[config.mk]
export PLATFORM = sky130hd
export DESIGN_NAME = jogador_automatico_exp6
export DESIGN_NICKNAME = d
export VERILOG_FILES = /design/src/rtl/jogador_automatico_exp6.sv
export SDC_FILE = /design/constraint.sdc
export NUM_CORES = 1
export LEC_CHECK = 0
export ABC_AREA = 1
export BUFFER_PORTS_ARGS = -buffer_cell sky130_fd_sc_hd__buf_4
export CORE_AREA = 2 2 72 74
export CTS_BUF_LIST = sky130_fd_sc_hd__clkbuf_8
export DETAILED_ROUTE_END_ITERATION = 12
export DIE_AREA = 0 0 74 76
export GPL_TIMING_DRIVEN = 0
export SYNTH_ARGS = -nofsm -noshare
export SYNTH_HDL_FRONTEND = slang
export SYNTH_SLANG_ARGS = --single-unit
[constraint.sdc]
create_clock -name clock -period 3.4 [get_ports clock]
set_input_delay 0.51 -clock clock [delete_from_list [all_inputs] [get_ports clock]]
set_output_delay 0.51 -clock clock [all_outputs]
set_load 0.01 [all_outputs]
[src/rtl/jogador_automatico_exp6.sv]
// Automatic player for the exp6 memory game: replays the 16-entry sequence round by
// round on jogar/botoes, optionally injects one wrong press, and reports the outcome.
module jogador_automatico_exp6 #(
  parameter int unsigned PRESS_CYCLES = 5,
  parameter int unsigned GAP_CYCLES   = 5,
  parameter int unsigned START_CYCLES = 5,
  parameter int unsigned WAIT_CYCLES  = 64,
  parameter int unsigned ERRO_RODADA  = 16,
  parameter int unsigned ERRO_JOGADA  = 0
) (
  input  logic       clock,
  input  logic       reset,
  input  logic       iniciar,
  input  logic       ganhou,
  input  logic       perdeu,
  output logic       jogar,
  output logic [3:0] botoes,
  output logic       ativo,
  output logic       fim,
  output logic [1:0] resultado,
  output logic [3:0] db_rodada,
  output logic [3:0] db_jogada,
  output logic [2:0] db_estado
);

  localparam logic [2:0] OCIOSO    = 3'd0;
  localparam logic [2:0] INICIA    = 3'd1;
  localparam logic [2:0] ESPERA    = 3'd2;
  localparam logic [2:0] PRESSIONA = 3'd3;
  localparam logic [2:0] SOLTA     = 3'd4;
  localparam logic [2:0] PROXIMA   = 3'd5;
  localparam logic [2:0] AGUARDA   = 3'd6;
  localparam logic [2:0] FIM       = 3'd7;

  localparam logic [7:0] PRESS_LIM = 8'(PRESS_CYCLES - 32'd1);
  localparam logic [7:0] GAP_LIM   = 8'(GAP_CYCLES - 32'd1);
  localparam logic [7:0] START_LIM = 8'(START_CYCLES - 32'd1);
  localparam logic [7:0] WAIT_LIM  = 8'(WAIT_CYCLES - 32'd1);
  localparam bit         ERRO_ATIVO = (ERRO_RODADA < 32'd16) && (ERRO_JOGADA <= ERRO_RODADA);
  localparam logic [3:0] ERRO_R    = 4'(ERRO_RODADA);
  localparam logic [3:0] ERRO_J    = 4'(ERRO_JOGADA);

  function automatic logic [3:0] rom_valor(input logic [3:0] idx);
    case (idx)
      4'd0:    rom_valor = 4'b0001;
      4'd1:    rom_valor = 4'b0010;
      4'd2:    rom_valor = 4'b0100;
      4'd3:    rom_valor = 4'b1000;
      4'd4:    rom_valor = 4'b0100;
      4'd5:    rom_valor = 4'b0010;
      4'd6:    rom_valor = 4'b0001;
      4'd7:    rom_valor = 4'b0001;
      4'd8:    rom_valor = 4'b0010;
      4'd9:    rom_valor = 4'b0010;
      4'd10:   rom_valor = 4'b0100;
      4'd11:   rom_valor = 4'b0100;
      4'd12:   rom_valor = 4'b1000;
      4'd13:   rom_valor = 4'b1000;
      4'd14:   rom_valor = 4'b0001;
      4'd15:   rom_valor = 4'b0100;
      default: rom_valor = 4'b0000;
    endcase
  endfunction

  function automatic logic [3:0] rotl1(input logic [3:0] v);
    rotl1 = {v[2:0], v[3]};
  endfunction

  logic [2:0] estado_r, estado_s;
  logic [3:0] rodada_r, rodada_s;
  logic [3:0] jogada_r, jogada_s;
  logic [7:0] contador_r, contador_s;
  logic [1:0] resultado_s;
  logic       monitora_s;
  logic       detecta_s;
  logic [3:0] valor_s;

  assign monitora_s = (estado_r != OCIOSO) && (estado_r != FIM);
  assign detecta_s  = monitora_s && (ganhou || perdeu);

  // Button value for the current play, with the single injected error
  always_comb begin
    valor_s = rom_valor(jogada_r);
    if (ERRO_ATIVO && (rodada_r == ERRO_R) && (jogada_r == ERRO_J)) begin
      valor_s = rotl1(rom_valor(jogada_r));
    end else begin
      valor_s = rom_valor(jogada_r);
    end
  end

  // Next-state logic; a game result overrides every phase transition
  always_comb begin
    estado_s    = estado_r;
    rodada_s    = rodada_r;
    jogada_s    = jogada_r;
    resultado_s = resultado;
    if (monitora_s && perdeu) begin
      estado_s    = FIM;
      resultado_s = 2'b10;
    end else if (monitora_s && ganhou) begin
      estado_s    = FIM;
      resultado_s = 2'b01;
    end else begin
      case (estado_r)
        OCIOSO: begin
          if (iniciar) begin
            rodada_s    = 4'd0;
            jogada_s    = 4'd0;
            resultado_s = 2'b00;
            estado_s    = INICIA;
          end else begin
            estado_s = OCIOSO;
          end
        end
        INICIA:    if (contador_r == START_LIM) estado_s = ESPERA;    else estado_s = INICIA;
        ESPERA:    if (contador_r == GAP_LIM)   estado_s = PRESSIONA; else estado_s = ESPERA;
        PRESSIONA: if (contador_r == PRESS_LIM) estado_s = SOLTA;     else estado_s = PRESSIONA;
        SOLTA:     if (contador_r == GAP_LIM)   estado_s = PROXIMA;   else estado_s = SOLTA;
        PROXIMA: begin
          // r=15 is tested before incrementing, so neither index ever wraps
          if (jogada_r < rodada_r) begin
            jogada_s = jogada_r + 4'd1;
            estado_s = PRESSIONA;
          end else if (rodada_r < 4'd15) begin
            rodada_s = rodada_r + 4'd1;
            jogada_s = 4'd0;
            estado_s = PRESSIONA;
          end else begin
            estado_s = AGUARDA;
          end
        end
        AGUARDA: begin
          if (contador_r == WAIT_LIM) begin
            resultado_s = 2'b11;
            estado_s    = FIM;
          end else begin
            estado_s = AGUARDA;
          end
        end
        FIM:     if (!iniciar) estado_s = OCIOSO; else estado_s = FIM;
        default: estado_s = OCIOSO;
      endcase
    end
    if (estado_s != estado_r) contador_s = 8'd0;
    else                      contador_s = contador_r + 8'd1;
  end

  // State, indices, phase counter and result
  always_ff @(posedge clock or negedge reset) begin
    if (!reset) begin
      estado_r   <= OCIOSO;
      rodada_r   <= 4'd0;
      jogada_r   <= 4'd0;
      contador_r <= 8'd0;
      resultado  <= 2'b00;
    end else begin
      estado_r   <= estado_s;
      rodada_r   <= rodada_s;
      jogada_r   <= jogada_s;
      contador_r <= contador_s;
      resultado  <= resultado_s;
    end
  end

  // Registered outputs decoded from the current state; a detected result drops the press at once
  always_ff @(posedge clock or negedge reset) begin
    if (!reset) begin
      jogar     <= 1'b0;
      botoes    <= 4'b0000;
      ativo     <= 1'b0;
      fim       <= 1'b0;
      db_rodada <= 4'd0;
      db_jogada <= 4'd0;
      db_estado <= 3'd0;
    end else begin
      jogar     <= (estado_r == INICIA);
      botoes    <= ((estado_r == PRESSIONA) && !detecta_s) ? valor_s : 4'b0000;
      ativo     <= monitora_s;
      fim       <= (estado_r == FIM);
      db_rodada <= rodada_r;
      db_jogada <= jogada_r;
      db_estado <= estado_r;
    end
  end

endmodule

==> impl_metrics.csv, run 1 <==
group,metric,value,unit
status,status,"completed",
power_and_ir_drop,p_per_area,831,nW/um^2
floorplan,core,4910,sq um
final_layout,final_common_cell,"dfrtp_1",
timing,grt_setup_unrepaired,"false",
synthesis,syn_area_per_cell,8.99,sq um
place,gp_congestion,0.839,
global_route,grt_max_degree,40,
timing,fin_skew,0.00684,ns
detailed_routing,vias_per_cell,4.59,
clocking,holdBufCountCts,0,
clocking,cts_resized,0,
final_layout,fill_cells,482,
timing,tns,0,ns
floorplan,die_h,76,um
final_layout,layout_common_cells,"dfrtp_1, nand2_1, nor2_1",
detailed_routing,ant_nets,0,
synthesis,syn_inst,210,
detailed_routing,vias,1432,
clocking,postCtsSetupBuffers,0,
detailed_routing,drt_wl_total,3330,um
global_route,grt_pass1_vias,1379,
final_layout,syn_to_final_growth,20.4,%
clocking,clk_path_buf_depth,2,
floorplan,std_cell_rows,26,
worst_setup_path,required,3.62,ns
synthesis,ys_ff_latch,39,
timing,finalMaxSlewViolations,0,
floorplan,dieWidth,74,um
timing,hold_viol,0,
worst_setup_path,critPathBufInv,1,
worst_setup_path,cp_slowest_cell,"dfrtp_1",
clocking,clk_pin_slew,0.08,ns
timing,fin_crit_sh,0.550,
detailed_routing,drc,0,
synthesis,synth_fp_nets,226,
worst_setup_path,critPathMaxFanout,8,
hold_path,hp-class,"in2async",
clocking,clk_latency,0.29,ns
clocking,numClockSinks,39,
final_layout,fin_nets,257,
clocking,cts_tree,"built",
worst_setup_path,crit_arrival,2.09,ns
synthesis,ys_warn_count,0,
worst_setup_path,cpLargestDelayFamily,"simple AND/OR/NAND/NOR gates",
global_route,grt_pass1_wl,6090,um
clocking,cts_root_buf,"clkbuf_8",
timing,tightest_slew,0.488,ns
detailed_routing,drt-initial-drc-count,73,
global_route,grt_overflow,0,
worst_setup_path,cp-end-kind,"flop",
synthesis,synth_cell_type_count,26,
timing,slew_headroom,0.675,
place,dp_hpwl,2460,um
clocking,numCtsBuffers,5,
power_and_ir_drop,vdd_drop_max,0.000437,V
worst_setup_path,critPathMaxStageDelay,0.48,ns
flow_run,timing.max_cap.violations,0,
floorplan,start_util,0.384,
worst_setup_path,crit_type,"reg2reg",
synthesis,syn_area,1890,sq um
worst_setup_path,start_kind,"flop",
timing,hold_ws,0.187,ns
global_route,antenna_found_initial,0,
final_layout,diodes,0,
power_and_ir_drop,leakage,0.00114,uW
worst_setup_path,path_cells,"ha_1 > a21oi_1 > nand2_1 > nand3_1 > nand3_1 > nand2_1 > inv_1 > nor2_1 > nand2_2 > nor2_1",
timing,setup_viol,0,
detailed_routing,wl_per_cell,10.7,um
global_route,track_usage,0.138,
final_layout,drive_gt1_frac,0.178,
synthesis,ys_seq_area_frac,0.517,
timing,max_freq,0.535,GHz
place,port_buffers,24,
timing,min_period,1.87,ns
detailed_routing,drt_first_pass_iters,4,
clocking,cts_max_level,2,
floorplan,dieArea,5620,sq um
floorplan,io_pins,25,
==> registers in the layout, indices dropped and copies added (netlist names), 2 cells and up <==
register and flops:
contador_r 8, botoes 4, db_jogada 4, db_rodada 4, jogada_r 4, rodada_r 4
db_estado 3, estado_r 3, resultado 2
==> kinds of logic after synthesis <==
kind of cell	count (synthesis)	synth area share
AO/OA/AOI/OAI	23	0.0702
XOR/XNOR	7	0.0325
adder cells (fa/ha/maj)	11	0.0729
buffers and inverters	27	0.0537
flip-flops	39	0.517
multiplexers	1	0.00596
AND/OR/NAND/NOR	102	0.248
==> final timing paths <==
path | from | endpoint | slack, ns | depth (start not counted)
worst min-delay path | reset | db_rodada[2]$_DFF_PN0_ | 0.19 | 1
worst max register to register | jogada_r[3]$_DFFE_PN0P_ | contador_r[7]$_DFF_PN0_ | 1.53 | 10
max in group asynchronous | reset | jogada_r[3]$_DFFE_PN0P_ | 2.88 | 1
min in group clock | rodada_r[1]$_DFFE_PN0P_ | db_rodada[1]$_DFF_PN0_ | 0.43 | 0
worst min register to register | rodada_r[1]$_DFFE_PN0P_ | db_rodada[1]$_DFF_PN0_ | 0.43 | 0
worst max-delay path | jogada_r[3]$_DFFE_PN0P_ | contador_r[7]$_DFF_PN0_ | 1.53 | 10
==> power breakdown <==
| group | internal [uW] | switching [uW] | total (uW) |
|---|---|---|---|
| clock | 237 | 155 | 392 |
| sequential | 607 | 117 | 724 |
| combinational | 314 | 459 | 773 |
==> layer usage <==
metal / track usage / vias to the layer above / share of wire
met1: 0.185 / 655 / 0.46
met2: 0.212 / 31 / 0.47
li1: - / 740 / -
met4: 0.0473 / 0 / 0.017
met5: 0 / - / 0
met3: 0.0410 / 6 / 0.047
==> cells in the mapped netlist (all sizes together) <==
master  number  area share
and3         1      0.0060
inv         26       0.052
nand4        3      0.0099
nor2        30       0.068
o22ai        1      0.0033
mux2         1      0.0060
o211ai       1      0.0040
ha          11       0.073
nor3         3      0.0079
xor2         5       0.023
o21ai       15       0.046
dfrtp       39        0.52
or2          1      0.0033
a211oi       1      0.0040
a21oi        5       0.013
nor3b        1      0.0066
nand2       41       0.088
clkinv       1      0.0020
nand3       22       0.058
xnor2        2      0.0093
==> layout make-up <==
class                           instances  area (sq um)  area share
Timing Repair Buffer                   24           180      0.0793
Clock inverter                          2          35.0      0.0154
Clock buffer                            6          82.6      0.0363
Sequential cell                        39           976       0.429
Inverter                               27           101      0.0446
Multi-Input combinational cell        144           811       0.357
Tap cell                               70          87.6      0.0385
==> metrics by stage <==
step           cells  setup WS (ns)  total power (uW)   util  area, sq um
2_1_floorplan    210           1.77              1250      -         1890
3_3_place_gp     304           1.54              1510  0.439         2160
3_5_place_dp     304           1.53              1520  0.439         2160
4_1_cts          312           1.52              1920  0.463         2270
5_1_grt          312           1.29              2070  0.463         2270
6_report         312           1.53              1890  0.463         2270
Power figures use the tool's default switching activity.
==> run 2, diff against run 1 <==
Clock period 3.4 ns to 1.7 ns, I/O delays scaled along.
==> impl_metrics.csv, run 2 (synthesis gave the netlist of run 1 again) <==
group,metric,value,unit
detailed_routing,drt_wl_total,3700,um
final_layout,stdcell_count,326,
global_route,grt_max_degree,40,
timing,setup_viol,12,
status,violations,"negative setup slack",
timing,fin_skew,0.00718,ns
timing,fin_ws,-0.0577,ns
global_route,track_usage,0.146,
timing,grt_setup_unrepaired,"true",
global_route,grt_overflow,0,
detailed_routing,vias,1524,
hold_path,hp-class,"in2reg",
power_and_ir_drop,netSwitchingFraction,0.399,
timing,min_period,1.76,ns
clocking,clk_latency,0.29,ns
clocking,cts_max_level,2,
power_and_ir_drop,power_frac_comb,0.463,
clocking,numClockSinks,39,
global_route,grt_pass1_wl,6460,um
detailed_routing,wl_per_cell,11.4,um
timing,tightest_slew,0.486,ns
global_route,grt_pass1_vias,1475,
worst_setup_path,start_kind,"flop",
timing,slew_headroom,0.676,
timing,fin_crit_sh,1.03,
worst_setup_path,crit_arrival,1.96,ns
place,dp_hpwl,2460,um
floorplan,dieWidth,74,um
worst_setup_path,critPathMaxFanout,8,
floorplan,std_cell_rows,26,
clocking,clk_pin_slew,0.08,ns
flow_run,timing.max_cap.violations,0,
power_and_ir_drop,p_int,2500,uW
power_and_ir_drop,clkPwrFrac,0.189,
detailed_routing,drt-initial-drc-count,59,
place,place_inst,304,
worst_setup_path,cp-end-kind,"flop",
power_and_ir_drop,seqPwrFrac,0.348,
power_and_ir_drop,leakage,0.00120,uW
final_layout,utilization,0.511,
final_layout,largest_reg_flops,8,
worst_setup_path,crit_type,"reg2reg",
detailed_routing,drt_first_pass_iters,4,
final_layout,syn_to_final_growth,32.9,%
floorplan,dieArea,5620,sq um
power_and_ir_drop,vdd_drop_max,0.000991,V
clocking,numCtsBuffers,5,
final_layout,final_common_cell,"buf_4",
timing,finalMaxSlewViolations,0,
floorplan,die_h,76,um
detailed_routing,ant_nets,0,
final_layout,drive_gt1_frac,0.359,
final_layout,layout_common_cells,"buf_4, nand2_1, dfrtp_1",
status,status,"finished with violations",
final_layout,fin_nets,271,
global_route,antenna_found_initial,0,
timing,hold_viol,0,
clocking,clk_path_buf_depth,2,
worst_setup_path,required,1.90,ns
power_and_ir_drop,p_per_area,1660,nW/um^2
timing,max_freq,0.569,GHz
clocking,cts_tree,"built",
final_layout,top_register,"contador_r",
detailed_routing,drc,0,
floorplan,core,4910,sq um
floorplan,start_util,0.384,
clocking,cts_root_buf,"clkbuf_8",
place,gp_congestion,0.839,
floorplan,io_pins,25,
power_and_ir_drop,p_sw,1660,uW
place,port_buffers,24,
final_layout,diodes,0,
detailed_routing,vias_per_cell,4.67,
## run 2: cell count changes in the layout (fill, tap and decap cells not counted), sizes merged
cell	previous run	this run
dlygate4sd3	0	1
buf	24	37
## run 2: what timing repair did
item / in CTS / in global routing
setup buffers: 10 / 3
pin swaps: 6 / 10
gates resized for setup: 24 / 22
hold buffers: 1 / 0
setup endpoints to repair: 11 / 17
hold endpoints to repair: 39 / 0
## run 2: worst paths after layout
check                           cells past startpoint                      end                    start  slack, ns
worst max-delay path                               10  rodada_r[2]$_DFFE_PN0P_    estado_r[2]$_DFF_PN0_      -0.06
worst min-delay path                                3    estado_r[0]$_DFF_PN0_                   perdeu       0.28
worst max register to register                     10  rodada_r[2]$_DFFE_PN0P_    estado_r[2]$_DFF_PN0_      -0.06
worst min register to register                      0   db_rodada[2]$_DFF_PN0_  rodada_r[2]$_DFFE_PN0P_       0.45
max in group asynchronous                           2  jogada_r[3]$_DFFE_PN0P_                    reset       0.86
min in group asynchronous                           2  contador_r[3]$_DFF_PN0_                    reset       0.48
## run 2: power by group through the flow
stage          logic [uW]  registers [uW]  clock network (uW)
6_report             1930            1450                 789
5_1_grt              2190            1490                 853
4_1_cts              1780            1440                 812
3_5_place_dp         1570            1470                   0
3_3_place_gp         1550            1470                   0
2_1_floorplan         993            1500                   0
## run 2: cell type report
cell class                 count  area [sq um]
clock inverter                 2          35.0
tap                           70          87.6
fill                         455          2400
clock buffer                   6          82.6
inverter                      27           101
sequential                    39           983
timing repair buffer          38           292
multi-input combinational    144           927
## run 2: metal layers
metal / up-vias / global-route usage / wire (um)
met5: - / 0 / 0
met4: 0 / 0.0491 / 69
met3: 8 / 0.0410 / 144
met2: 31 / 0.233 / 1820
met1: 717 / 0.188 / 1670
li1: 768 / - / -
## run 2: worst max-delay path, stage by stage, from the launching register on
cell and delay [ns]:
dfrtp_2 0.46, inv_1 0.13, nand2_2 0.11, inv_2 0.08
nor2_4 0.05, o21ai_4 0.10, and3_4 0.26, nand2_4 0.07
nor2_4 0.20, nand4_1 0.10, o21ai_0 0.09
## run 2: through the flow
| step | power (uW) | setup slack (ns) | hold slack [ns] | TNS, ns | instance area [sq um] |
|---|---|---|---|---|---|
| final | 4160 | -0.0577 | 0.278 | -0.446 | 2510 |
| after global routing | 4540 | -0.238 | 0.293 | -2.51 | 2510 |
| after CTS | 4030 | -0.0135 | 0.273 | -0.0508 | 2410 |
| after detailed placement | 3040 | -0.170 | 0.263 | -1.26 | 2160 |
| after global placement | 3020 | -0.159 | 0.256 | -1.24 | 2160 |
| after floorplan | 2490 | 0.0740 | -0.0406 | 0 | 1890 |
